[src/rtl/vx_tl_pkg.sv]
// Shared TileLink-UL constants for the Vortex core <-> tile memory glue.
package vx_tl_pkg;

    // TileLink-UL A-channel opcodes
    localparam logic [2:0] TL_OP_GET             = 3'd4;
    localparam logic [2:0] TL_OP_PUT_FULL        = 3'd0;
    localparam logic [2:0] TL_OP_PUT_PARTIAL     = 3'd1;

    // TileLink-UL D-channel opcodes
    localparam logic [2:0] TL_OP_ACCESS_ACK      = 3'd0;
    localparam logic [2:0] TL_OP_ACCESS_ACK_DATA = 3'd1;

    // log2 of the transfer size in bytes: every beat is one 32-bit word
    localparam logic [3:0] TL_SIZE_WORD = 4'd2;

    localparam int TL_ADDR_W   = 32;
    localparam int TL_DATA_W   = 32;
    localparam int TL_MASK_W   = TL_DATA_W / 8;
    localparam int CORE_ADDR_W = 30;  // core word address

    // A-channel opcode for a dcache lane request
    function automatic logic [2:0] tl_req_opcode(input logic rw, input logic [TL_MASK_W-1:0] byteen);
        if (!rw) begin
            return TL_OP_GET;
        end else if (byteen == {TL_MASK_W{1'b1}}) begin
            return TL_OP_PUT_FULL;
        end else begin
            return TL_OP_PUT_PARTIAL;
        end
    endfunction

endpackage

[src/rtl/vx_tl_soft_reset.sv]
// Soft-reset pulse generator: a rising edge on msip starts (or restarts)
// a pulse that is exactly RST_PULSE_LEN cycles long.
module vx_tl_soft_reset
    import vx_tl_pkg::*;
#(
    parameter int RST_PULSE_LEN = 16
) (
    input  logic clock,
    input  logic reset_n,
    input  logic msip,
    output logic pulse
);

    localparam int CNT_W = (RST_PULSE_LEN > 1) ? $clog2(RST_PULSE_LEN) : 1;
    localparam logic [CNT_W-1:0] CNT_LOAD = CNT_W'(RST_PULSE_LEN - 1);

    logic             msip_q_reg;
    logic [CNT_W-1:0] count_reg;
    logic [CNT_W-1:0] count_next;
    logic             pulse_reg;
    logic             pulse_next;
    logic             msip_rise;

    assign msip_rise = msip && !msip_q_reg;

    // Next-state: a rise reloads the counter, otherwise count down while the pulse holds
    always_comb begin
        count_next = count_reg;
        pulse_next = 1'b0;
        if (msip_rise) begin
            count_next = CNT_LOAD;
            pulse_next = 1'b1;
        end else if (count_reg != '0) begin
            count_next = count_reg - 1'b1;
            pulse_next = 1'b1;
        end
    end

    // State registers, cleared immediately by the board reset
    always_ff @(posedge clock or negedge reset_n) begin
        if (!reset_n) begin
            msip_q_reg <= 1'b0;
            count_reg  <= '0;
            pulse_reg  <= 1'b0;
        end else begin
            msip_q_reg <= msip;
            count_reg  <= count_next;
            pulse_reg  <= pulse_next;
        end
    end

    assign pulse = pulse_reg;

endmodule

[src/rtl/vx_tl_mem_adapter.sv]
// Combinational glue between the Vortex icache/dcache ports and per-lane
// TileLink-UL A/D channels, plus the msip-driven core soft reset.
// Optional build macro: VX_TL_ACK_FILTER_EN -- when defined, AccessAck
// beats (store acks) do not raise dcache_rsp_valid.
module vx_tl_mem_adapter
    import vx_tl_pkg::*;
#(
    parameter int NUM_LANES     = 4,
    parameter int TAG_WIDTH     = 10,
    parameter int RST_PULSE_LEN = 16
) (
    input  logic                                  clock,
    input  logic                                  reset_n,
    input  logic                                  interrupts_msip,
    output logic                                  core_reset,

    // core fetch request / response
    input  logic                                  icache_req_valid,
    input  logic [CORE_ADDR_W-1:0]                icache_req_addr,
    input  logic [TAG_WIDTH-1:0]                  icache_req_tag,
    output logic                                  icache_req_ready,
    output logic                                  icache_rsp_valid,
    output logic [TL_DATA_W-1:0]                  icache_rsp_data,
    output logic [TAG_WIDTH-1:0]                  icache_rsp_tag,
    input  logic                                  icache_rsp_ready,

    // core data request / response
    input  logic [NUM_LANES-1:0]                  dcache_req_valid,
    input  logic [NUM_LANES-1:0]                  dcache_req_rw,
    input  logic [NUM_LANES-1:0][TL_MASK_W-1:0]   dcache_req_byteen,
    input  logic [NUM_LANES-1:0][CORE_ADDR_W-1:0] dcache_req_addr,
    input  logic [NUM_LANES-1:0][TL_DATA_W-1:0]   dcache_req_data,
    input  logic [NUM_LANES-1:0][TAG_WIDTH-1:0]   dcache_req_tag,
    output logic [NUM_LANES-1:0]                  dcache_req_ready,
    output logic                                  dcache_rsp_valid,
    output logic [NUM_LANES-1:0]                  dcache_rsp_tmask,
    output logic [NUM_LANES-1:0][TL_DATA_W-1:0]   dcache_rsp_data,
    output logic [TAG_WIDTH-1:0]                  dcache_rsp_tag,
    input  logic                                  dcache_rsp_ready,

    // instruction memory TileLink port
    output logic                                  imem_a_valid,
    output logic [2:0]                            imem_a_opcode,
    output logic [2:0]                            imem_a_param,
    output logic [3:0]                            imem_a_size,
    output logic [TAG_WIDTH-1:0]                  imem_a_source,
    output logic [TL_ADDR_W-1:0]                  imem_a_address,
    output logic [TL_MASK_W-1:0]                  imem_a_mask,
    output logic [TL_DATA_W-1:0]                  imem_a_data,
    output logic                                  imem_a_corrupt,
    input  logic                                  imem_a_ready,
    input  logic                                  imem_d_valid,
    input  logic [2:0]                            imem_d_opcode,
    input  logic [1:0]                            imem_d_param,
    input  logic [3:0]                            imem_d_size,
    input  logic [TAG_WIDTH-1:0]                  imem_d_source,
    input  logic [2:0]                            imem_d_sink,
    input  logic                                  imem_d_denied,
    input  logic [TL_DATA_W-1:0]                  imem_d_data,
    input  logic                                  imem_d_corrupt,
    output logic                                  imem_d_ready,

    // data memory TileLink ports, one per lane
    output logic [NUM_LANES-1:0]                  dmem_a_valid,
    output logic [NUM_LANES-1:0][2:0]             dmem_a_opcode,
    output logic [NUM_LANES-1:0][2:0]             dmem_a_param,
    output logic [NUM_LANES-1:0][3:0]             dmem_a_size,
    output logic [NUM_LANES-1:0][TAG_WIDTH-1:0]   dmem_a_source,
    output logic [NUM_LANES-1:0][TL_ADDR_W-1:0]   dmem_a_address,
    output logic [NUM_LANES-1:0][TL_MASK_W-1:0]   dmem_a_mask,
    output logic [NUM_LANES-1:0][TL_DATA_W-1:0]   dmem_a_data,
    output logic [NUM_LANES-1:0]                  dmem_a_corrupt,
    input  logic [NUM_LANES-1:0]                  dmem_a_ready,
    input  logic [NUM_LANES-1:0]                  dmem_d_valid,
    input  logic [NUM_LANES-1:0][2:0]             dmem_d_opcode,
    input  logic [NUM_LANES-1:0][1:0]             dmem_d_param,
    input  logic [NUM_LANES-1:0][3:0]             dmem_d_size,
    input  logic [NUM_LANES-1:0][TAG_WIDTH-1:0]   dmem_d_source,
    input  logic [NUM_LANES-1:0][2:0]             dmem_d_sink,
    input  logic [NUM_LANES-1:0]                  dmem_d_denied,
    input  logic [NUM_LANES-1:0][TL_DATA_W-1:0]   dmem_d_data,
    input  logic [NUM_LANES-1:0]                  dmem_d_corrupt,
    output logic [NUM_LANES-1:0]                  dmem_d_ready
);

    logic                 soft_pulse;
    logic [NUM_LANES-1:0] rsp_contrib;
    logic                 unused_inputs;

    // ---------------- soft reset ----------------
    vx_tl_soft_reset #(
        .RST_PULSE_LEN (RST_PULSE_LEN)
    ) u_soft_reset (
        .clock   (clock),
        .reset_n (reset_n),
        .msip    (interrupts_msip),
        .pulse   (soft_pulse)
    );

    assign core_reset = !reset_n || soft_pulse;

    // ---------------- fetch path ----------------
    assign imem_a_valid     = icache_req_valid;
    assign imem_a_opcode    = TL_OP_GET;
    assign imem_a_param     = 3'd0;
    assign imem_a_size      = TL_SIZE_WORD;
    assign imem_a_source    = icache_req_tag;
    assign imem_a_address   = {icache_req_addr, 2'b00};
    assign imem_a_mask      = {TL_MASK_W{1'b1}};
    assign imem_a_data      = '0;
    assign imem_a_corrupt   = 1'b0;
    assign icache_req_ready = imem_a_ready;

    // denied/corrupt are not reported to the core
    assign icache_rsp_valid = imem_d_valid;
    assign icache_rsp_data  = imem_d_data;
    assign icache_rsp_tag   = imem_d_source;
    assign imem_d_ready     = icache_rsp_ready;

    // ---------------- data path, per lane ----------------
    for (genvar gi = 0; gi < NUM_LANES; gi++) begin : g_lane
        assign dmem_a_valid[gi]     = dcache_req_valid[gi];
        assign dmem_a_opcode[gi]    = tl_req_opcode(dcache_req_rw[gi], dcache_req_byteen[gi]);
        assign dmem_a_param[gi]     = 3'd0;
        assign dmem_a_size[gi]      = TL_SIZE_WORD;
        assign dmem_a_source[gi]    = dcache_req_tag[gi];
        assign dmem_a_address[gi]   = {dcache_req_addr[gi], 2'b00};
        assign dmem_a_mask[gi]      = dcache_req_byteen[gi];
        assign dmem_a_data[gi]      = dcache_req_data[gi];
        assign dmem_a_corrupt[gi]   = 1'b0;
        assign dcache_req_ready[gi] = dmem_a_ready[gi];

        assign dcache_rsp_data[gi]  = dmem_d_data[gi];
        assign dmem_d_ready[gi]     = dcache_rsp_ready;

`ifdef VX_TL_ACK_FILTER_EN
        // store acks carry no data for the core, so they are consumed silently
        assign rsp_contrib[gi] = dmem_d_valid[gi] && (dmem_d_opcode[gi] != TL_OP_ACCESS_ACK);
`else
        assign rsp_contrib[gi] = dmem_d_valid[gi];
`endif
    end

    assign dcache_rsp_tmask = dmem_d_valid;
    assign dcache_rsp_valid = |rsp_contrib;

    // Response tag follows the highest-index valid lane; 0 when no lane is valid
    always_comb begin
        dcache_rsp_tag = '0;
        for (int i = 0; i < NUM_LANES; i++) begin
            if (dmem_d_valid[i]) begin
                dcache_rsp_tag = dmem_d_source[i];
            end
        end
    end

    // D-channel fields the core has no use for
    assign unused_inputs = ^{imem_d_opcode, imem_d_param, imem_d_size, imem_d_sink,
                             imem_d_denied, imem_d_corrupt,
                             dmem_d_opcode, dmem_d_param, dmem_d_size, dmem_d_sink,
                             dmem_d_denied, dmem_d_corrupt};

endmodule

[config.mk]
export PLATFORM = sky130hd
export DESIGN_NAME = vx_tl_mem_adapter
export DESIGN_NICKNAME = d
export VERILOG_FILES = /design/src/rtl/vx_tl_pkg.sv /design/src/rtl/vx_tl_soft_reset.sv /design/src/rtl/vx_tl_mem_adapter.sv
export SDC_FILE = /design/constraint.sdc
export NUM_CORES = 1
export LEC_CHECK = 0
export ABC_AREA = 0
export BUFFER_PORTS_ARGS = -buffer_cell sky130_fd_sc_hd__buf_2
export CORE_AREA = 2 2 499 501
export CTS_CLUSTER_DIAMETER = 100
export DETAILED_ROUTE_END_ITERATION = 6
export DIE_AREA = 0 0 501 503
export PLACE_DENSITY = 0.3
export REMOVE_ABC_BUFFERS = 1
export SLEW_MARGIN = 20
export SYNTH_ARGS = -nofsm -noshare
export SYNTH_HDL_FRONTEND = slang
export SYNTH_SLANG_ARGS = --single-unit
[constraint.sdc]
create_clock -name clock -period 1.75 [get_ports clock]
set_clock_uncertainty 0.05 [all_clocks]
set_input_delay 0.0875 -clock clock [delete_from_list [all_inputs] [get_ports clock]]
set_output_delay 0.0875 -clock clock [all_outputs]
set_load 0.02 [all_outputs]
# Yosys cells after proc, flatten, opt, wreduce, memory -nomap -nowiden
# Index checks and enable logic that the tools add are counted.
dict set report totals {
  reg_bits 6
  input_bits 648
  output_inout_bits 647
}
dict set report op_classes {
  add_sub_neg 1
  eq_ne 4
  n_mux 16
  n_reduce_logical 7
}
# op n
set op_table {}
lappend op_table {{2-to-1 mux 10 bit} 4}
lappend op_table {{equality test 4 bit (second input constant)} 4}
lappend op_table {{2-to-1 mux 3 bit} 4}
lappend op_table {{2-to-1 mux 4 bit} 2}
lappend op_table {{2-to-1 mux 1 bit} 6}
lappend op_table {{nonzero test 4 bit} 1}
lappend op_table {{OR reduction 4 bit} 1}
lappend op_table {{subtractor 4 x 1 -> 4 bit (second input constant)} 1}
lappend op_table {{logical NOT 1 bit} 2}
lappend op_table {{nonzero test 2 bit} 1}
lappend op_table {{logical AND 1 bit} 1}
lappend op_table {{logical OR 1 bit} 1}

# Longest topological paths before layout
# Gate-level depths: netlist of run 1.
dict set report logic_depth {
  ltp_word 4
  depth_mapped 5
  mapped_depth_nobuf 5
}

# By module
# Synthesis of run 1 repeated with hierarchy kept, for this count alone.
dict set report hier_totals {
  hier_cells 707
  hier_area_um2 5323.9
}
# mod instances cells_each area_per_inst_um2
set by_module_without_submodules {}
lappend by_module_without_submodules {vx_tl_mem_adapter 1 680 5042.3}
lappend by_module_without_submodules {vx_tl_soft_reset 1 27 281.5}

# Worst setup path before layout of run 1
# OpenSTA, ideal clock, no wires.
dict set report synth_path {
  path_kind {register to register}
  start {register u_soft_reset.count_reg[0]}
  end {register u_soft_reset.count_reg[1]}
  arrival_time_ps 1264
  required_time_ps 1624
  slack_ps 360
  stages_incl_launch_ff 6
  period_less_slack_ps 1390
  cell_sequence {dfrtp_1 -> inv_1 -> ha_1 -> or3b_4 -> and2_4 -> o21ai_1}
}
dict set report synth_via {
  elab_chain_len 3
  word_cells_on_any_way 5
  classes_between {add/sub (1); mux (2); reduce/logical (2)}
}
# element line
set synth_lines {}
lappend synth_lines {{from (decl)} vx_tl_soft_reset.sv:18} ;# logic [CNT_W-1:0] count_reg;
lappend synth_lines {{from (signal assigned)} vx_tl_soft_reset.sv:47} ;# count_reg <= count_next;
lappend synth_lines {{subtractor 4 x 1 -> 4 bit} vx_tl_soft_reset.sv:34} ;# count_next = count_reg - 1'b1;
lappend synth_lines {{2-to-1 mux 4 bit} vx_tl_soft_reset.sv:33} ;# end else if (count_reg != '0) begin
lappend synth_lines {{2-to-1 mux 4 bit} vx_tl_soft_reset.sv:30} ;# if (msip_rise) begin
# Parallel ways exist; a longest one is shown, timed or not. The select of a mux whose other input is x is not followed.
# A chain may end at the register's enable or synchronous reset.

# Worst setup path after layout of run 1
# Ends and elaborated chain as after synthesis.

==> impl_metrics.ini, run 1 <==
[power_and_ir_drop]
intPower_uw = 659
seqPwrFrac = 0.176
power_switching_uw = 529
pwr-share-clk = 0.310
comb_power_share = 0.513
p_sw_frac = 0.445
peakVddDrop_uv = 236
cellPowerDensity_nw_per_um2 = 211
p_total_mw = 1.19
leakage_nw = 1.01

[floorplanning]
row_count = 183
design.core.area_um2 = 247000
dieArea_um2 = 252000
pin_count = 1295
die_y_um = 503
fp.dieW_um = 501
floorplan.initialDensity = 0.0214

[detailed_routing]
routedWlPerCell_um = 65.2
drcViolationCount = 0
first_iter_violations = 832
via_per_inst = 1.24
drtPass1Iterations = 4
vias = 4361
antenna_left = 0
drt-total-wl_um = 230000

[hold_path]
hp-class = primary input to primary output

[global_routing]
antenna_found_initial = 13
grt_pass1_vias = 2441
grt_usage = 0.175
grt_overflow = 0
grt_max_degree = 11
grt_pass1_wl_um = 235000

[clock_tree]
postCtsHoldBufs = 2
ctsHtreeMaxLevel = 1
path_clk_slew_ns = 0.03
cts_tree = yes
postCtsSetupRepairBufs = 0
root_buffer = clkbuf_16
cts_buffers = 3
clock_latency_ns = 0.23
ctsResizeCount = 0
cts_buffer_depth = 2
clock_sinks = 6

[placed_design]
place_inst = 3514
io_buffers = 106
dp_hpwl_um = 219000
place_congestion = 1.08

[yosys]
ys_types = 27
yosysSeqAreaShare = 0.0283
syn-instance-count = 707
syn_area_um2 = 5300
synth_warnings = 0
ys_ff_latch = 6
avgSynthCellArea_um2 = 7.49

[critical_path]
end_kind = flip-flop
arrival_ns = 1.58
start_kind = flip-flop
crit_fanout = 4
cp.required_ns = 1.85
path_class = flip-flop to flip-flop

[timing]
max_freq_mhz = 676
finalHoldViolations = 0
maxSlewViolCount = 0
fin_setup_tns_ns = 0
setup_viol = 0
rsz0062_at_grt = false
fin_crit_ns = 1.48
timing.final.crit_share = 0.845

[final_layout]
fill_cells = 29500
drive_above_1_share = 0.411
final_common_cell = buf_2
final_cells = 3521
syn2layout_area_growth_pct = 6.16
largest_reg_flops = 4
final_nets = 934
most-common-layout-cells = buf_2 (106), conb_1 (93), a21oi_1 (10), a22oi_1 (9), o22ai_1 (9)

[status]
status = finished, final reports clean

[flow_run]
drv_cap = 0
## Yosys cell counts
| cell | count | area (µm²) |
|---|---|---|
| buf_2 | 3 | 15.0 |
| inv_1 | 8 | 30.0 |
| nand3b_1 | 1 | 7.51 |
| conb_1 | 2 | 7.51 |
| ha_1 | 2 | 25.0 |
| nor3_1 | 1 | 5.00 |
| nand2_1 | 4 | 15.0 |
| clkbuf_1 | 1 | 3.75 |
| xnor2_1 | 1 | 8.76 |
| and2_4 | 1 | 8.76 |
| buf_4 | 627 | 4710 |
| nor2_1 | 4 | 15.0 |
| a21oi_1 | 10 | 50.1 |
| a22oi_1 | 9 | 67.6 |
| a21o_1 | 1 | 7.51 |
| or3b_2 | 1 | 8.76 |
| o211ai_1 | 1 | 7.51 |
| clkinv_1 | 1 | 3.75 |
| or3b_4 | 1 | 11.3 |
| nor2b_1 | 1 | 6.26 |
| o21ai_1 | 1 | 5.00 |
| o22ai_1 | 9 | 56.3 |
| a31oi_1 | 1 | 6.26 |
| dfrtp_1 | 6 | 150 |
| a41oi_1 | 4 | 35.0 |
| nand2b_1 | 4 | 25.0 |
| o21ai_0 | 2 | 10.0 |
## worst max-delay path, cell delays in order (launching register included)
cell	delay, ns
dfrtp_1	0.39
inv_1	0.09
ha_1	0.18
or3b_4	0.41
and2_4	0.17
o21ai_1	0.11
## power by group through the flow
stage / sequential (mW) / combinational, mW / clock (mW)
6_report: 0.210 / 0.610 / 0.369
5_1_grt: 0.216 / 0.672 / 0.385
4_1_cts: 0.210 / 0.612 / 0.371
3_5_place_dp: 0.211 / 0.601 / 0
3_3_place_gp: 0.210 / 0.604 / 0
2_1_floorplan: 0.202 / 0.371 / 0
## stage by stage
stage / hold slack (ns) / utilization / instance area [µm²] / worst slack (ns)
6_report: 0.126 / 0.0228 / 5630 / 0.271
5_1_grt: 0.125 / 0.0228 / 5620 / 0.178
4_1_cts: 0.126 / 0.0227 / 5620 / 0.254
3_5_place_dp: -0.115 / 0.0224 / 5530 / 0.285
3_3_place_gp: -0.113 / 0.0224 / 5530 / 0.267
2_1_floorplan: -0.258 / - / 915 / 0.360
## path summary, 6_finish.rpt
check,start,to,slack (ns),cells after the start
max,u_soft_reset.count_reg[0]$_DFFE_PN0P_,u_soft_reset.count_reg[1]$_DFFE_PN0P_,0.27,5
min,icache_req_addr[8],imem_a_address[10],0.13,0
max reg2reg,u_soft_reset.count_reg[0]$_DFFE_PN0P_,u_soft_reset.count_reg[1]$_DFFE_PN0P_,0.27,5
min reg2reg,u_soft_reset.count_reg[0]$_DFFE_PN0P_,u_soft_reset.count_reg[0]$_DFFE_PN0P_,0.50,2
max in group asynchronous,reset_n,u_soft_reset.count_reg[3]$_DFFE_PN0P_,1.20,2
min in group asynchronous,reset_n,u_soft_reset.msip_q_reg$_DFF_PN0_,0.29,2
## logic make-up (layout without fill, tap and decap cells)
family	Yosys count	in the layout	synth area share
DFF	6	6	0.0283
buffers and inverters	640	124	0.898
adders and majority gates	2	2	0.00472
other	2	95	0.00142
xor gates and xnor gates	1	1	0.00165
and+or+nand+nor	18	18	0.0194
AOI/OAI and AO/OA	38	38	0.0463
## metal layers
layer | track usage | wire [µm] | vias to the layer above | part of all wire
li1 | - | - | 615 | -
met1 | 0.0705 | 34400 | 1548 | 0.15
met2 | 0.247 | 91200 | 2057 | 0.40
met3 | 0.360 | 97800 | 107 | 0.43
met4 | 0.00974 | 2290 | 34 | 0.010
met5 | 0.106 | 3800 | - | 0.017
## final cells by class
class,count,area [µm²],share of cell area
Tap cell,3237,4050,0.720
Clock buffer,3,75.1,0.0133
Multi-Input combinational cell,152,731,0.130
Timing Repair Buffer,112,581,0.103
Inverter,9,33.8,0.00601
Antenna cell,2,5.00,0.000890
Sequential cell,6,150,0.0267
Power figures use the tool's default switching activity.
==> run 2, diff against run 1 <==
clock period = 1.4 ns   (was 1.75 ns; I/O delays follow)
==> impl_metrics.ini, run 2 (synthesis gave the netlist of run 1 again) <==
[placed_design]
dp_hpwl_um = 219000
placed_area_um2 = 5550
place_congestion = 1.08
dpl_worst_slack_ns = -0.0222
io_buffers = 106
place_inst = 3517

[floorplanning]
fp.dieW_um = 501
dieArea_um2 = 252000
floorplan.initialDensity = 0.0214
design.core.area_um2 = 247000
pin_count = 1295
row_count = 183
die_y_um = 503

[timing]
worst_slack_ns = 0.00541
finalHoldViolations = 0
fin_setup_tns_ns = 0
rsz0062_at_grt = true
maxSlewViolCount = 0
fin_crit_ns = 1.39
timing.final.crit_share = 0.996
max_freq_mhz = 717
setup_viol = 0
holdWs_ns = 0.0904

[power_and_ir_drop]
pwr-share-clk = 0.289
p_total_mw = 1.60
power_switching_uw = 703
seqPwrFrac = 0.164
p_sw_frac = 0.440
peakVddDrop_uv = 291
intPower_uw = 896
leakage_nw = 1.03
cellPowerDensity_nw_per_um2 = 281
comb_power_share = 0.547

[critical_path]
end_kind = flip-flop
r2r_end = u_soft_reset.count_reg[1]$_DFFE_PN0P_
start_kind = flip-flop
rrSetupSlack_ns = 0.005
r2r-start = u_soft_reset.count_reg[1]$_DFFE_PN0P_
arrival_ns = 1.45
worst-r2r-cell-count = 5
path_class = flip-flop to flip-flop
crit_fanout = 4
cp.required_ns = 1.46

[final_layout]
fin_util = 0.0230
register_area_um2 = 150
syn2layout_area_growth_pct = 7.23
final_nets = 939
largest_reg_flops = 4
most-common-layout-cells = buf_2 (106), conb_1 (93), a21oi_1 (10)
final_common_cell = buf_2
fill_cells = 29500
drive_above_1_share = 0.436
finalInstanceArea_um2 = 5680
multi_input_area_um2 = 747
final_cells = 3527

[hold_path]
worstHoldPathCells = 0
min_to = imem_a_valid
hp-class = primary input to primary output
hold_start = icache_req_valid

[detailed_routing]
drcViolationCount = 0
antenna_left = 0
vias = 4651
drtPass1Iterations = 4
routedWlPerCell_um = 65.4
via_per_inst = 1.32
first_iter_violations = 961
drt-total-wl_um = 231000

[global_routing]
grt_usage = 0.176
grt_use_met1 = 0.0651
grt_util_met3 = 0.362
antenna_found_initial = 13
grtUsageMet2 = 0.249
grt_pass1_wl_um = 236000
grt_max_degree = 13
grt_pass1_vias = 2529
grt_overflow = 0
grt.busiest_layer = met3

[clock_tree]
cts_buffers = 3
cts_buffer_depth = 2
ctsHtreeMaxLevel = 1
clock_latency_ns = 0.23
cts_tree = yes
clock_sinks = 6
root_buffer = clkbuf_16
path_clk_slew_ns = 0.03

[status]
status = finished, final reports clean

[flow_run]
drv_cap = 0
[run 2: worst max path at each step]
stage / from / end / slack (ns)
after global placement: u_soft_reset.count_reg[0]$_DFFE_PN0P_ / u_soft_reset.count_reg[0]$_DFFE_PN0P_ / 0.002
final: u_soft_reset.count_reg[1]$_DFFE_PN0P_ / u_soft_reset.count_reg[1]$_DFFE_PN0P_ / 0.005
after detailed placement: u_soft_reset.count_reg[0]$_DFFE_PN0P_ / u_soft_reset.count_reg[1]$_DFFE_PN0P_ / -0.02
after CTS: u_soft_reset.count_reg[0]$_DFFE_PN0P_ / u_soft_reset.count_reg[1]$_DFFE_PN0P_ / 0.006
after floorplan: u_soft_reset.count_reg[0]$_DFFE_PN0P_ / u_soft_reset.count_reg[1]$_DFFE_PN0P_ / 0.01
after global routing: u_soft_reset.count_reg[0]$_DFFE_PN0P_ / u_soft_reset.count_reg[1]$_DFFE_PN0P_ / -0.04
[run 2: cell type report]
| cell class | instances | share of cell area |
|---|---|---|
| Antenna cell | 3 | 0.00132 |
| Clock buffer | 3 | 0.0132 |
| Inverter | 9 | 0.00595 |
| Multi-Input combinational cell | 152 | 0.131 |
| Sequential cell | 6 | 0.0264 |
| Tap cell | 3237 | 0.713 |
| Timing Repair Buffer | 117 | 0.109 |
[run 2: per-layer routing]
layer / vias to the layer above / share of wire
li1: 628 / -
met1: 1636 / 0.14
met2: 2216 / 0.40
met3: 123 / 0.43
met4: 48 / 0.010
met5: - / 0.023
[run 2: critical path, stage by stage (launching register included)]
cell and delay [ns]:
dfrtp_1 0.39, inv_2 0.09, ha_4 0.12, or3b_4 0.39, nor2_1 0.14, o21ai_2 0.08
[run 2: power groups by stage]
| stage | logic (mW) | registers, mW | clock network (mW) |
|---|---|---|---|
| 3_5_place_dp | 0.802 | 0.258 | 0 |
| 2_1_floorplan | 0.464 | 0.253 | 0 |
| 3_3_place_gp | 0.800 | 0.257 | 0 |
| 6_report | 0.874 | 0.262 | 0.463 |
| 4_1_cts | 0.872 | 0.261 | 0.479 |
| 5_1_grt | 0.967 | 0.267 | 0.492 |
[run 2: what timing repair did]
item | 4_1_cts | 5_1_grt
endpoints found under the hold margin | 7 | 0
setup buffers | 2 | 0
pin swaps | 2 | 1
hold buffers | 2 | 0
resized for setup | 5 | 0
endpoints found under the setup margin | 2 | 2
